===== src/rtl/uart_thr_pkg.sv =====
// Shared encodings for the UART threshold-register parser.
package uart_thr_pkg;

  typedef enum logic [1:0] {
    ST_IDLE = 2'd0,
    ST_ADDR = 2'd1,
    ST_DATA = 2'd2,
    ST_CHK  = 2'd3
  } state_t;

  localparam logic [7:0] HDR_BYTE = 8'hA5;
  localparam int         NUM_REGS = 8;

endpackage


===== src/rtl/uart_threshold_parser.sv =====
// Parses A5/addr/data/chk frames from a UART byte stream into eight 8-bit threshold registers.
// Latency 1 cycle from the chk strobe; no backpressure, bytes are consumed as strobed.
module uart_threshold_parser
  import uart_thr_pkg::*;
#(
  parameter int          TIMEOUT_CYCLES = 500000,
  parameter logic [63:0] TH_INIT        = 64'h0
) (
  input  logic        Clk,
  input  logic        Rst_n,
  input  logic [7:0]  rx_data,
  input  logic        rx_done,
  output logic [63:0] th_regs,
  output logic        cfg_update,
  output logic        frame_err
);

  localparam logic [23:0] CNT_LAST = 24'(TIMEOUT_CYCLES - 1);

  state_t      r_state;
  state_t      w_state_nxt;
  logic [7:0]  r_addr;
  logic [7:0]  r_data;
  logic [23:0] r_cnt;
  logic [23:0] w_cnt_nxt;
  logic [63:0] r_th;
  logic        r_cfg;
  logic        r_err;
  logic        w_wr;
  logic        w_err;
  logic        w_timeout;
  logic        w_lat_addr;
  logic        w_lat_data;
  logic [7:0]  w_sum;

  assign w_sum = r_addr + r_data;

  // A strobe in the same cycle as the counter expiry takes priority.
  assign w_timeout = (r_state != ST_IDLE) && !rx_done && (r_cnt == CNT_LAST);

  assign w_cnt_nxt = (rx_done || (r_state == ST_IDLE) || w_timeout) ? 24'd0 : r_cnt + 24'd1;

  always_comb begin
    w_state_nxt = r_state;
    w_wr        = 1'b0;
    w_err       = 1'b0;
    w_lat_addr  = 1'b0;
    w_lat_data  = 1'b0;
    case (r_state)
      ST_IDLE: if (rx_done && rx_data == HDR_BYTE) w_state_nxt = ST_ADDR;
      ST_ADDR: if (rx_done) begin
        w_state_nxt = ST_DATA;
        w_lat_addr  = 1'b1;
      end
      ST_DATA: if (rx_done) begin
        w_state_nxt = ST_CHK;
        w_lat_data  = 1'b1;
      end
      ST_CHK: if (rx_done) begin
        w_state_nxt = ST_IDLE;
        if (rx_data == w_sum && r_addr < 8'(NUM_REGS)) w_wr = 1'b1;
        else                                           w_err = 1'b1;
      end
      default: w_state_nxt = ST_IDLE;
    endcase
    if (w_timeout) begin
      w_state_nxt = ST_IDLE;
      w_err       = 1'b1;
    end
  end

  always_ff @(posedge Clk or negedge Rst_n) begin
    if (!Rst_n) begin
      r_state <= ST_IDLE;
      r_addr  <= 8'd0;
      r_data  <= 8'd0;
      r_cnt   <= 24'd0;
      r_th    <= TH_INIT;
      r_cfg   <= 1'b0;
      r_err   <= 1'b0;
    end else begin
      r_state <= w_state_nxt;
      r_cnt   <= w_cnt_nxt;
      r_cfg   <= w_wr;
      r_err   <= w_err;
      if (w_lat_addr) r_addr <= rx_data;
      if (w_lat_data) r_data <= rx_data;
      for (int n = 0; n < NUM_REGS; n++) begin
        if (w_wr && r_addr == 8'(n)) r_th[8*n +: 8] <= r_data;
      end
    end
  end

  assign th_regs    = r_th;
  assign cfg_update = r_cfg;
  assign frame_err  = r_err;

endmodule

===== config.mk =====
export PLATFORM = sky130hd
export DESIGN_NAME = uart_threshold_parser
export DESIGN_NICKNAME = d
export VERILOG_FILES = /design/src/rtl/uart_thr_pkg.sv /design/src/rtl/uart_threshold_parser.sv
export SDC_FILE = /design/constraint.sdc
export NUM_CORES = 1
export LEC_CHECK = 0
export CORE_ASPECT_RATIO = 1.75
export CORE_MARGIN = 2
export CORE_UTILIZATION = 50
export DETAILED_ROUTE_END_ITERATION = 8
export PLACE_DENSITY = 0.82
export SLEW_MARGIN = 20
export SYNTH_ARGS = -nofsm -noshare
export SYNTH_HDL_FRONTEND = slang
export SYNTH_SLANG_ARGS = --single-unit

===== constraint.sdc =====
create_clock -name Clk -period 6.8 [get_ports Clk]
set_input_delay 1.36 -clock Clk [delete_from_list [all_inputs] [get_ports Clk]]
set_output_delay 1.36 -clock Clk [all_outputs]
set_load 0.05 [all_outputs]

==> results of run 1 <==
[area by class of cell]
class                           instances  area (µm²)  area share (%)
Clock inverter                          7        60.1           0.984
Tap cell                              122         153            2.50
Timing Repair Buffer                   77         766            12.5
Inverter                                5        18.8           0.308
Clock buffer                            9         225            3.69
Sequential cell                       108        2700            44.3
Multi-Input combinational cell        262        2180            35.7
[flip-flops by register name (all words and copies together), names as in the netlist]
signal and flops:
cfg_update 1, frame_err 1, r_addr 8, r_cnt 24, r_data 8, r_state 2, th_regs 64
[power groups by stage]
stage	Combinational, W	Sequential (W)	Clock (W)
after detailed placement	0.000622	0.000865	0
final	0.000638	0.000851	0.000494
after global placement	0.000594	0.000860	0
after global routing	0.000706	0.000865	0.000526
after CTS	0.000626	0.000853	0.000502
after floorplan	0.000520	0.000780	0
[per-layer routing]
| layer | vias up | global-route usage, % | share of wire [%] |
|---|---|---|---|
| met5 | - | 0 | 0 |
| met4 | 0 | 8.33 | 2.3 |
| met3 | 15 | 3.47 | 2.5 |
| met2 | 70 | 37.7 | 56 |
| met1 | 1712 | 25.2 | 39 |
| li1 | 1530 | - | - |
[cell families (layout without fill, tap and decap cells)]
family	after synthesis	count (layout)	share of synthesized area (%)
multiplexers	80	80	18.3
adder cells (fa/ha/maj)	13	13	3.46
XOR/XNOR	34	34	6.06
buffers and inverters	14	98	1.07
AO/OA/AOI/OAI	21	21	3.21
AND/OR/NAND/NOR	114	114	12.9
flip-flops	108	108	55.0
[critical path, cell delays in order]
cell and delay, ns:
clkdlybuf4s50_1 0.50, xor2_1 0.18, or3_2 0.51, a2111oi_4 0.77, nand4_2 0.41, mux2_2 0.40
[cells in the final DEF, fill, tap and decap left out, drive strengths merged]
cell type and instances:
nand3 13, xnor2 13, o41ai 1, inv 7, clkinv 3, nand2 18
and3 6, clkinvlp 2, nor3 6, a21oi 8, o211ai 1, nor4b 4
nand4 15, clkdlybuf4s50 75, ha 12, nor4 4, fa 1, buf 2
o31a 1, dfrtp 108, xor2 21, mux2 80, nand4b 2, clkbuf 9
nand3b 2, or3 1, nor4bb 1, o21ai 4, nor2 37, and4 4
nand2b 1, a21o 3, a32o 1, a21boi 1, a2111oi 1
[worst max-delay path by stage]
stage                          start           to  slack [ns]  cells after the start
final                     rx_data[5]  th_regs[47]        2.89                      6
after detailed placement  rx_data[5]  th_regs[47]        2.52                      6
after floorplan           rx_data[5]   th_regs[0]        3.36                      5
after global routing      rx_data[5]  th_regs[47]        2.78                      6
after CTS                 rx_data[5]  th_regs[60]        2.87                      6
after global placement    rx_data[5]  th_regs[41]        2.55                      6
[synth_stat cells]
master / number / area [µm²]
a2111oi_4: 1 / 27.5
a21boi_0: 1 / 7.51
a21o_1: 2 / 15.0
a21o_2: 1 / 8.76
a21oi_1: 8 / 40.0
a32o_1: 1 / 10.0
and3_1: 5 / 31.3
and3_2: 1 / 7.51
and4_1: 4 / 35.0
buf_1: 4 / 15.0
clkbuf_1: 5 / 18.8
dfrtp_1: 108 / 2700
fa_1: 1 / 20.0
ha_1: 12 / 150
inv_1: 5 / 18.8
mux2_2: 80 / 901
nand2_1: 18 / 67.6
nand2b_1: 1 / 6.26
nand3_1: 13 / 65.1
nand3b_1: 2 / 15.0
nand4_1: 7 / 43.8
nand4_2: 8 / 100
nand4b_1: 2 / 17.5
nor2_1: 37 / 139
nor3_1: 6 / 30.0
nor4_1: 4 / 25.0
nor4b_1: 4 / 35.0
nor4bb_1: 1 / 10.0
o211ai_1: 1 / 7.51
o21ai_0: 3 / 15.0
o21ai_2: 1 / 8.76
o31a_1: 1 / 8.76
o41ai_1: 1 / 8.76
or3_2: 1 / 7.51
xnor2_1: 13 / 114
xor2_1: 21 / 184
[stage by stage]
stage / total power, W / instances / utilization [%]
after CTS: 0.00198 / 590 / 64.0
after global routing: 0.00210 / 590 / 64.1
after floorplan: 0.00130 / 384 / -
after global placement: 0.00145 / 574 / 61.0
after detailed placement: 0.00149 / 574 / 61.0
final: 0.00198 / 590 / 64.1
==> summary.md, run 1 <==
| Metric | Value |
|---|---|
| Outcome | finished, final reports clean |
| Fillers | 763 |
| Mapped Avg Cell Area | between 10 and 15 µm² |
| Hold_buf cts | 0 |
| Leak | 2.85 nW |
| Skew-Pair Late Insertion Delay | approximately 0.34 ns |
| R2r setup slk | about 3.2 ns |
| Hold WC Path Type | reg -> reg |
| Pre-CTS WS | approximately 2.5 ns |
| Worst Slack Setup Final | a little under 3 ns |
| PwrDens | between 300 and 400 mW/mm² |
| Post-CTS Resized | 0 |
| CP Class | in -> reg |
| Finished Cell Area | approximately 0.0061 mm² |
| H-tree lvl count | 3 |
| Global placer's final weighted congestion | around 0.88 |
| Number of cell rows | 47 |
| Hold_sp | r_cnt[0] |
| Layout area overhead | 24.1% |
| Antenna diodes | 0 |
| Layout cells sized above 1 | between 20% and 30% |
| Max Slew Vio Count | 0 |
| Hold Crit Depth | 1 |
| Maximum root-to-sink buffer count | 2 |
| Combinational share of power | about 32% |
| Unrepaired setup endpoints after global routing | false |
| Final-report hold violation count | 0 |
| R2R Path Start | r_data[3] |
| CP endpoint kind | register |
| Die area | about 0.011 mm² |
| Startpoint Class | primary input |
| Final period util | 57.6% |
| Via/cell ratio | between 5 and 6 |
| DR WL/cell | around 18 µm |
| Initial antenna violation count | 0 |
| Area after DPL | 0.00581 mm² |
| First-pass GRT wire length | about 17000 µm |
| Worst R2R Path Depth | 7 |
| Gr ovfl total | 0 |
| Switching share of power | about two fifths |
| Top-level I/O count | between 70 and 80 |
| Post-Syn Nets | roughly 410 |
| Number of synthesized register bits | between 100 and 150 |
| Core Footprint | 0.00953 mm² |
| CTS buffer count | 9 |
| GRT Overall Usage | 21.2% |
| Final-stage net count | ~490 |
| Crit path DAT | slightly above 4 ns |
| Root buffer cell | clkbuf_16 |
| Worst-path clk slew | roughly 0.070 ns |
| Clk pwr share | about 25% |
| Crit-path max FO | 9 |
| Detailed Route WL | around 11000 µm |
| Rel. slew slack | about two fifths |
| Setup TNS | 0 ns |
| Setup-failing EPs final | 0 |
| Netlist cell types | 36 |
| Switching Power | between 0.0007 and 0.0008 W |
| WHS | between 0.4 and 0.5 ns |
| Detailed Place HPWL | ~7600 µm |
| Starting Density | 51.6% |
| DRC Markers | 0 |
| Clock Sinks | ~110 |
| Worst Tran Pin Value | approximately 0.90 ns |
| WP data required | roughly 7.0 ns |
| Setup Skew | about 0.0074 ns |
| Worst r2r dst | th_regs[47] |
| Yosys warning count | 0 |
| Fmax | ~260 MHz |
| Post-synthesis instance total | between 300 and 400 |
| 1st-iter DRT viols | approximately 230 |
| Max-Cap Viols | 0 |
| Area of the mapped netlist | around 0.005 mm² |
| CTS tree | yes |
| Drt pass-1 iters | 4 |
| Antenna viol nets, final | 0 |
| Register share of total power | approximately 43% |
| Die Ht | between 100 and 150 µm |
| Internal power | ~0.0012 W |
| Largest net degree at the start of global routing | between 60 and 70 |
| Hold endpoint | r_cnt[0] |
| Detailed-route via count | roughly 3300 |
| Setup bufs post-CTS | 0 |
| Die X-Extent | slightly below 80 µm |
| Vias in the first global route | 3414 |
| Final min period | between 3 and 4 ns |
| # port buffers | 76 |
| Maximum VDD drop | roughly 0.26 mV |
| Sequential fraction of the synthesis area | between 50% and 60% |
No activity file was read; power rests on OpenSTA's default activity.
==> inputs of run 2 (changes only) <==
==> constraint.sdc (replaced) <==
create_clock -name Clk -period 4.01 [get_ports Clk]
set_input_delay 0.802 -clock Clk [delete_from_list [all_inputs] [get_ports Clk]]
set_output_delay 0.802 -clock Clk [all_outputs]
set_load 0.05 [all_outputs]
==> summary.md, run 2 (same netlist as run 1, synthesis figures left out) <==
| Metric | Value |
|---|---|
| Outcome | finished, final reports clean |
| Gr ovfl total | 0 |
| Finished Cell Area | 0.00615 mm² |
| CP Class | reg -> reg |
| DR WL/cell | 18.0 µm |
| Drt pass-1 iters | 4 |
| Most frequent cells in the layout | dfrtp_1 (108), mux2_2 (80), clkdlybuf4s50_1 (75) |
| Global placer's final weighted congestion | ~0.87 |
| Via/cell ratio | ~5.7 |
| Startpoint Class | register |
| Antenna diodes | 0 |
| Unrepaired setup endpoints after global routing | false |
| CTS tree | yes |
| Hold WC Path Type | reg -> reg |
| Die Ht | approximately 140 µm |
| Starting Density | about half |
| H-tree lvl count | 3 |
| Max Slew Vio Count | 0 |
| Setup Skew | a little under 0.008 ns |
| Rel. slew slack | just under 40% |
| Worst-path clk slew | about 0.07 ns |
| CTS buffer count | 9 |
| Maximum root-to-sink buffer count | 2 |
| GRT Overall Usage | roughly a fifth |
| Pre-CTS WS | ~0.6 ns |
| Post-Layout Cell Count | a little under 600 |
| PwrDens | 561 mW/mm² |
| Crit path DAT | between 3 and 4 ns |
| Layout area overhead | 25.0% |
| Setup bufs post-CTS | 0 |
| Initial antenna violation count | 0 |
| Layout cells sized above 1 | ~24% |
| Detailed Route WL | between 10000 and 15000 µm |
| Vias in the first global route | approximately 3500 |
| Leak | around 2.9 nW |
| Fmax | 300 MHz |
| Largest net degree at the start of global routing | slightly below 80 |
| Antenna viol nets, final | 0 |
| Most common cell after layout, fill and taps aside | dfrtp_1 |
| Setup TNS | 0 ns |
| Worst Tran Pin Value | 0.921 ns |
| Setup-failing EPs final | 0 |
| WP data required | between 4 and 5 ns |
| Top-level I/O count | 77 |
| Detailed Place HPWL | between 7000 and 8000 µm |
| Slowest stage delay, CP | about 0.65 ns |
| Post-CTS Resized | 0 |
| Max reg flops | 64 |
| Detailed-route via count | approximately 3400 |
| Max-Cap Viols | 0 |
| DRC Markers | 0 |
| 1st-iter DRT viols | about 190 |
| Skew-Pair Late Insertion Delay | ~0.34 ns |
| Core Footprint | 0.00953 mm² |
| Area after DPL | about 0.0058 mm² |
| # port buffers | between 70 and 80 |
| Final min period | ~3.3 ns |
| Root buffer cell | clkbuf_16 |
| Hold_buf cts | 0 |
| Maximum VDD drop | 0.344 mV |
| Die area | between 0.01 and 0.015 mm² |
| Die X-Extent | about 80 µm |
| Total power | roughly 0.0034 W |
| Clock Sinks | 108 |
| Inst Count DP | a little under 600 |
| First-pass GRT wire length | ~17000 µm |
| Final-stage net count | 490 |
| Crit-path max FO | 10 |
| Number of cell rows | 47 |
| Final period util | between 80% and 90% |
| Final-report hold violation count | 0 |
| Critical path's slowest cell | dfrtp_1 |
| Crit path cell chain | ha_1 -> a21o_2 -> a21o_1 -> or3_2 -> a2111oi_4 -> buf_4 -> nand4_2 -> mux2_2 |
| CP endpoint kind | register |
| Worst Slack Setup Final | slightly below 0.7 ns |
run 2: cell count changes in the layout (fill, tap and decap cells not counted), sizes merged:
cell      delta
clkinvlp     -2
bufinv       +1
inv          +1
buf          +3
run 2: power by group:
part	internal, W	switching (W)	total, W	leakage [nW]
Sequential	0.00119	0.000261	0.00145	1.47
Clock	0.000501	0.000412	0.000913	0.155
Combinational	0.000470	0.000614	0.00108	1.25
Total	0.00216	0.00129	0.00345	2.88
run 2: final cells by class:
cell class | count | area [µm²]
Multi-Input combinational cell | 262 | 2170
Clock inverter | 7 | 92.6
Timing Repair Buffer | 80 | 788
Sequential cell | 108 | 2700
Clock buffer | 9 | 225
Fill cell | 745 | 3380
Tap cell | 122 | 153
Inverter | 5 | 18.8
run 2: critical path, delay by kind of cell, from the launching register on:
kind	cells	cell delay [ns]
simple gates	2	0.79
fa+ha+maj	1	0.38
compound gates	3	0.77
buf+inv	1	0.24
flops	1	0.65
mux	1	0.39
run 2: path summary, 6_finish.rpt:
path	from	to	slack (ns)	depth (start not counted)
max reg2reg	r_data[3]	th_regs[4]	0.67	8
min in group asynchronous	Rst_n	r_cnt[21]	0.59	1
min reg2reg	r_cnt[0]	r_cnt[0]	0.50	1
min	r_cnt[0]	r_cnt[0]	0.50	1
max	r_data[3]	th_regs[4]	0.67	8
max in group asynchronous	Rst_n	th_regs[45]	2.61	2
run 2: metrics by stage:
stage,util (%),hold WS (ns)
6_report,64.5,0.496
5_1_grt,64.5,0.517
4_1_cts,64.5,0.493
3_5_place_dp,61.2,0.484
3_3_place_gp,61.2,0.481
2_1_floorplan,-,0.455
run 2: metal layers:
layer  part of all wire (%)  GRT usage, %
met2                     55          38.2
met4                    3.4          10.1
met3                    2.5          2.67
met5                      0             0
met1                     39          24.7
==> inputs of run 3 (changes only) <==
--- a/config.mk
+++ b/config.mk
@@ -7,7 +7,7 @@
 export LEC_CHECK = 0
 export CORE_ASPECT_RATIO = 1.75
 export CORE_MARGIN = 2
-export CORE_UTILIZATION = 50
+export CORE_UTILIZATION = 48
 export DETAILED_ROUTE_END_ITERATION = 8
 export PLACE_DENSITY = 0.82
 export SLEW_MARGIN = 20
==> constraint.sdc (replaced) <==
create_clock -name Clk -period 2.9 [get_ports Clk]
set_input_delay 0.58 -clock Clk [delete_from_list [all_inputs] [get_ports Clk]]
set_output_delay 0.58 -clock Clk [all_outputs]
set_load 0.05 [all_outputs]
==> summary.md, run 3 (same netlist as run 1, synthesis figures left out) <==
| Metric | Value |
|---|---|
| Outcome | finished, final reports clean |
| Met2 WL | roughly 6200 µm |
| Root buffer cell | clkbuf_16 |
| Vias in the first global route | roughly 3700 |
| Skew-Pair Late Insertion Delay | 0.36 ns |
| Hold WC Path Type | in -> async |
| DR WL/cell | between 15 and 20 µm |
| M1 WL | 4180 µm |
| Critical path's slowest cell | dfrtp_1 |
| Switching Power | between 0.0015 and 0.002 W |
| Layout cells sized above 1 | between 20% and 30% |
| Die X-Extent | around 81 µm |
| Clock Sinks | 108 |
| Maximum VDD drop | 0.664 mV |
| Internal power | 0.00347 W |
| # port buffers | 76 |
| 1st-iter DRT viols | between 200 and 250 |
| Most common cell after layout, fill and taps aside | dfrtp_1 |
| Combinational share of power | 40.9% |
| Fmax | 347 MHz |
| Layout area overhead | 30.4% |
| Maximum root-to-sink buffer count | 2 |
| Met3 WL | between 300 and 400 µm |
| Worst r2r dst | th_regs[46] |
| Clk pwr share | 25.3% |
| Crit. Startpoint | r_addr[3] |
| Inst Count DP | between 500 and 600 |
| Final-stage net count | approximately 510 |
| Final-report hold violation count | 0 |
| CP endpoint kind | register |
| Detailed Route WL | approximately 11000 µm |
| Detailed Place HPWL | between 7000 and 8000 µm |
| Core Footprint | 0.00991 mm² |
| Starting Density | 49.6% |
| Initial antenna violation count | 0 |
| CP Class | reg -> reg |
| Rel. slew slack | 58.3% |
| Max-Cap Viols | 0 |
| Switching share of power | a little over a third |
| WP data required | about 3.1 ns |
| R2r setup slk | between 0.01 and 0.015 ns |
| Unrepaired setup endpoints after global routing | true |
| Via/cell ratio | 5.66 |
| First-pass GRT wire length | 17800 µm |
| Die Ht | about 140 µm |
| Largest net degree at the start of global routing | roughly 110 |
| Startpoint Class | register |
| Number of cell rows | 48 |
| Leak | around 3 nW |
| GRT Overall Usage | between 20% and 30% |
| CTS tree | yes |
| Worst R2R Path Depth | 9 |
| Gr ovfl total | 0 |
| Delay-heaviest family, CP | compound AO/OA/AOI/OAI gates |
| Detailed-route via count | about 3500 |
| Drt pass-1 iters | 4 |
| Final period util | 99.5% |
| Setup-failing EPs final | 0 |
| Worst-path clk slew | around 0.070 ns |
| Max Slew Vio Count | 0 |
| Antenna diodes | 0 |
| PwrDens | 841 mW/mm² |
| Worst path buffer plus inverter count | 2 |
| Antenna viol nets, final | 0 |
| Worst Tran Pin Value | between 0.6 and 0.7 ns |
| Top-level I/O count | 77 |
| Max reg flops | 64 |
| WHS | roughly 0.27 ns |
| Crit-path max FO | 8 |
| Register share of total power | between 30% and 40% |
| CTS buffer count | 9 |
| Die area | around 0.011 mm² |
| H-tree lvl count | 3 |
| Slowest stage delay, CP | between 0.4 and 0.5 ns |
| Hold_buf cts | 0 |
| Uppermost layer routed | met4 |
| R2R Path Start | r_addr[3] |
| Setup Skew | around 0.0074 ns |
| Final min period | 2.89 ns |
| Global placer's final weighted congestion | approximately 0.79 |
| Post-Layout Cell Count | between 600 and 700 |
| Crit path DAT | ~3.1 ns |
| DRC Markers | 0 |
| Crit path cell chain | ha_4 -> a21o_2 -> a21o_1 -> or3_4 -> a2111oi_4 -> buf_4 -> buf_12 -> nand4_2 -> mux2_2 |
| Most frequent cells in the layout | dfrtp_1 (107), mux2_2 (80), clkdlybuf4s50_1 (75) |
run 3: power groups by stage:
stage | Sequential, W | Combinational (W) | Clock (W)
after floorplan | 0.00184 | 0.00125 | 0
after global placement | 0.00183 | 0.00190 | 0
after detailed placement | 0.00184 | 0.00196 | 0
after CTS | 0.00182 | 0.00200 | 0.00139
after global routing | 0.00183 | 0.00237 | 0.00145
final | 0.00182 | 0.00221 | 0.00136
run 3: metrics by stage:
stage	TNS, ns	worst slack [ns]	instance area (µm²)	utilization [%]	power, W
floorplan	-4.31	-0.0770	4940	-	0.00309
global placement	-6.41	-0.163	6020	60.8	0.00373
detailed placement	-6.95	-0.167	6020	60.8	0.00380
CTS	-0.00183	-0.00183	6360	64.2	0.00520
global route	-0.910	-0.0433	6410	64.7	0.00565
finish	0	0.0146	6410	64.7	0.00539
run 3: final cells by class:
cell class	instances	area, µm²
multi-input cells	262	2210
repair buffers	99	986
flip-flops and latches	108	2700
inverters	5	18.8
well taps	125	156
clock buffers	12	256
fillers	746	3500
clock inverters	4	77.6
run 3: layer usage:
layer | vias up | track usage (%)
met5 | - | 0
met4 | 0 | 16.3
met3 | 39 | 2.54
met2 | 90 | 37.9
met1 | 1778 | 23.1
li1 | 1573 | -
run 3: worst max-delay path by stage:
stage,end,slack [ns],cells past startpoint
2_1_floorplan,th_regs[0],-0.08,7
3_3_place_gp,th_regs[36],-0.16,7
3_5_place_dp,th_regs[33],-0.17,7
4_1_cts,th_regs[46],-0.002,8
5_1_grt,th_regs[53],-0.04,9
6_report,th_regs[46],0.01,9
run 3: worst reg2reg max path: cells and delay by family (launching register included):
kind	cells	cell delay, ns
AOI/OAI and AO/OA	3	0.74
adders and majority gates	1	0.28
buffers and inverters	2	0.32
DFF	1	0.43
muxes	1	0.37
and+or+nand+nor	2	0.63
run 3: repair_timing:
item / in CTS / in global routing
endpoints found under the setup margin: 16 / 46
pin swaps: 0 / 3
buffers inserted: 0 / 1
gates cloned: 0 / 1
gates resized for setup: 2 / 4
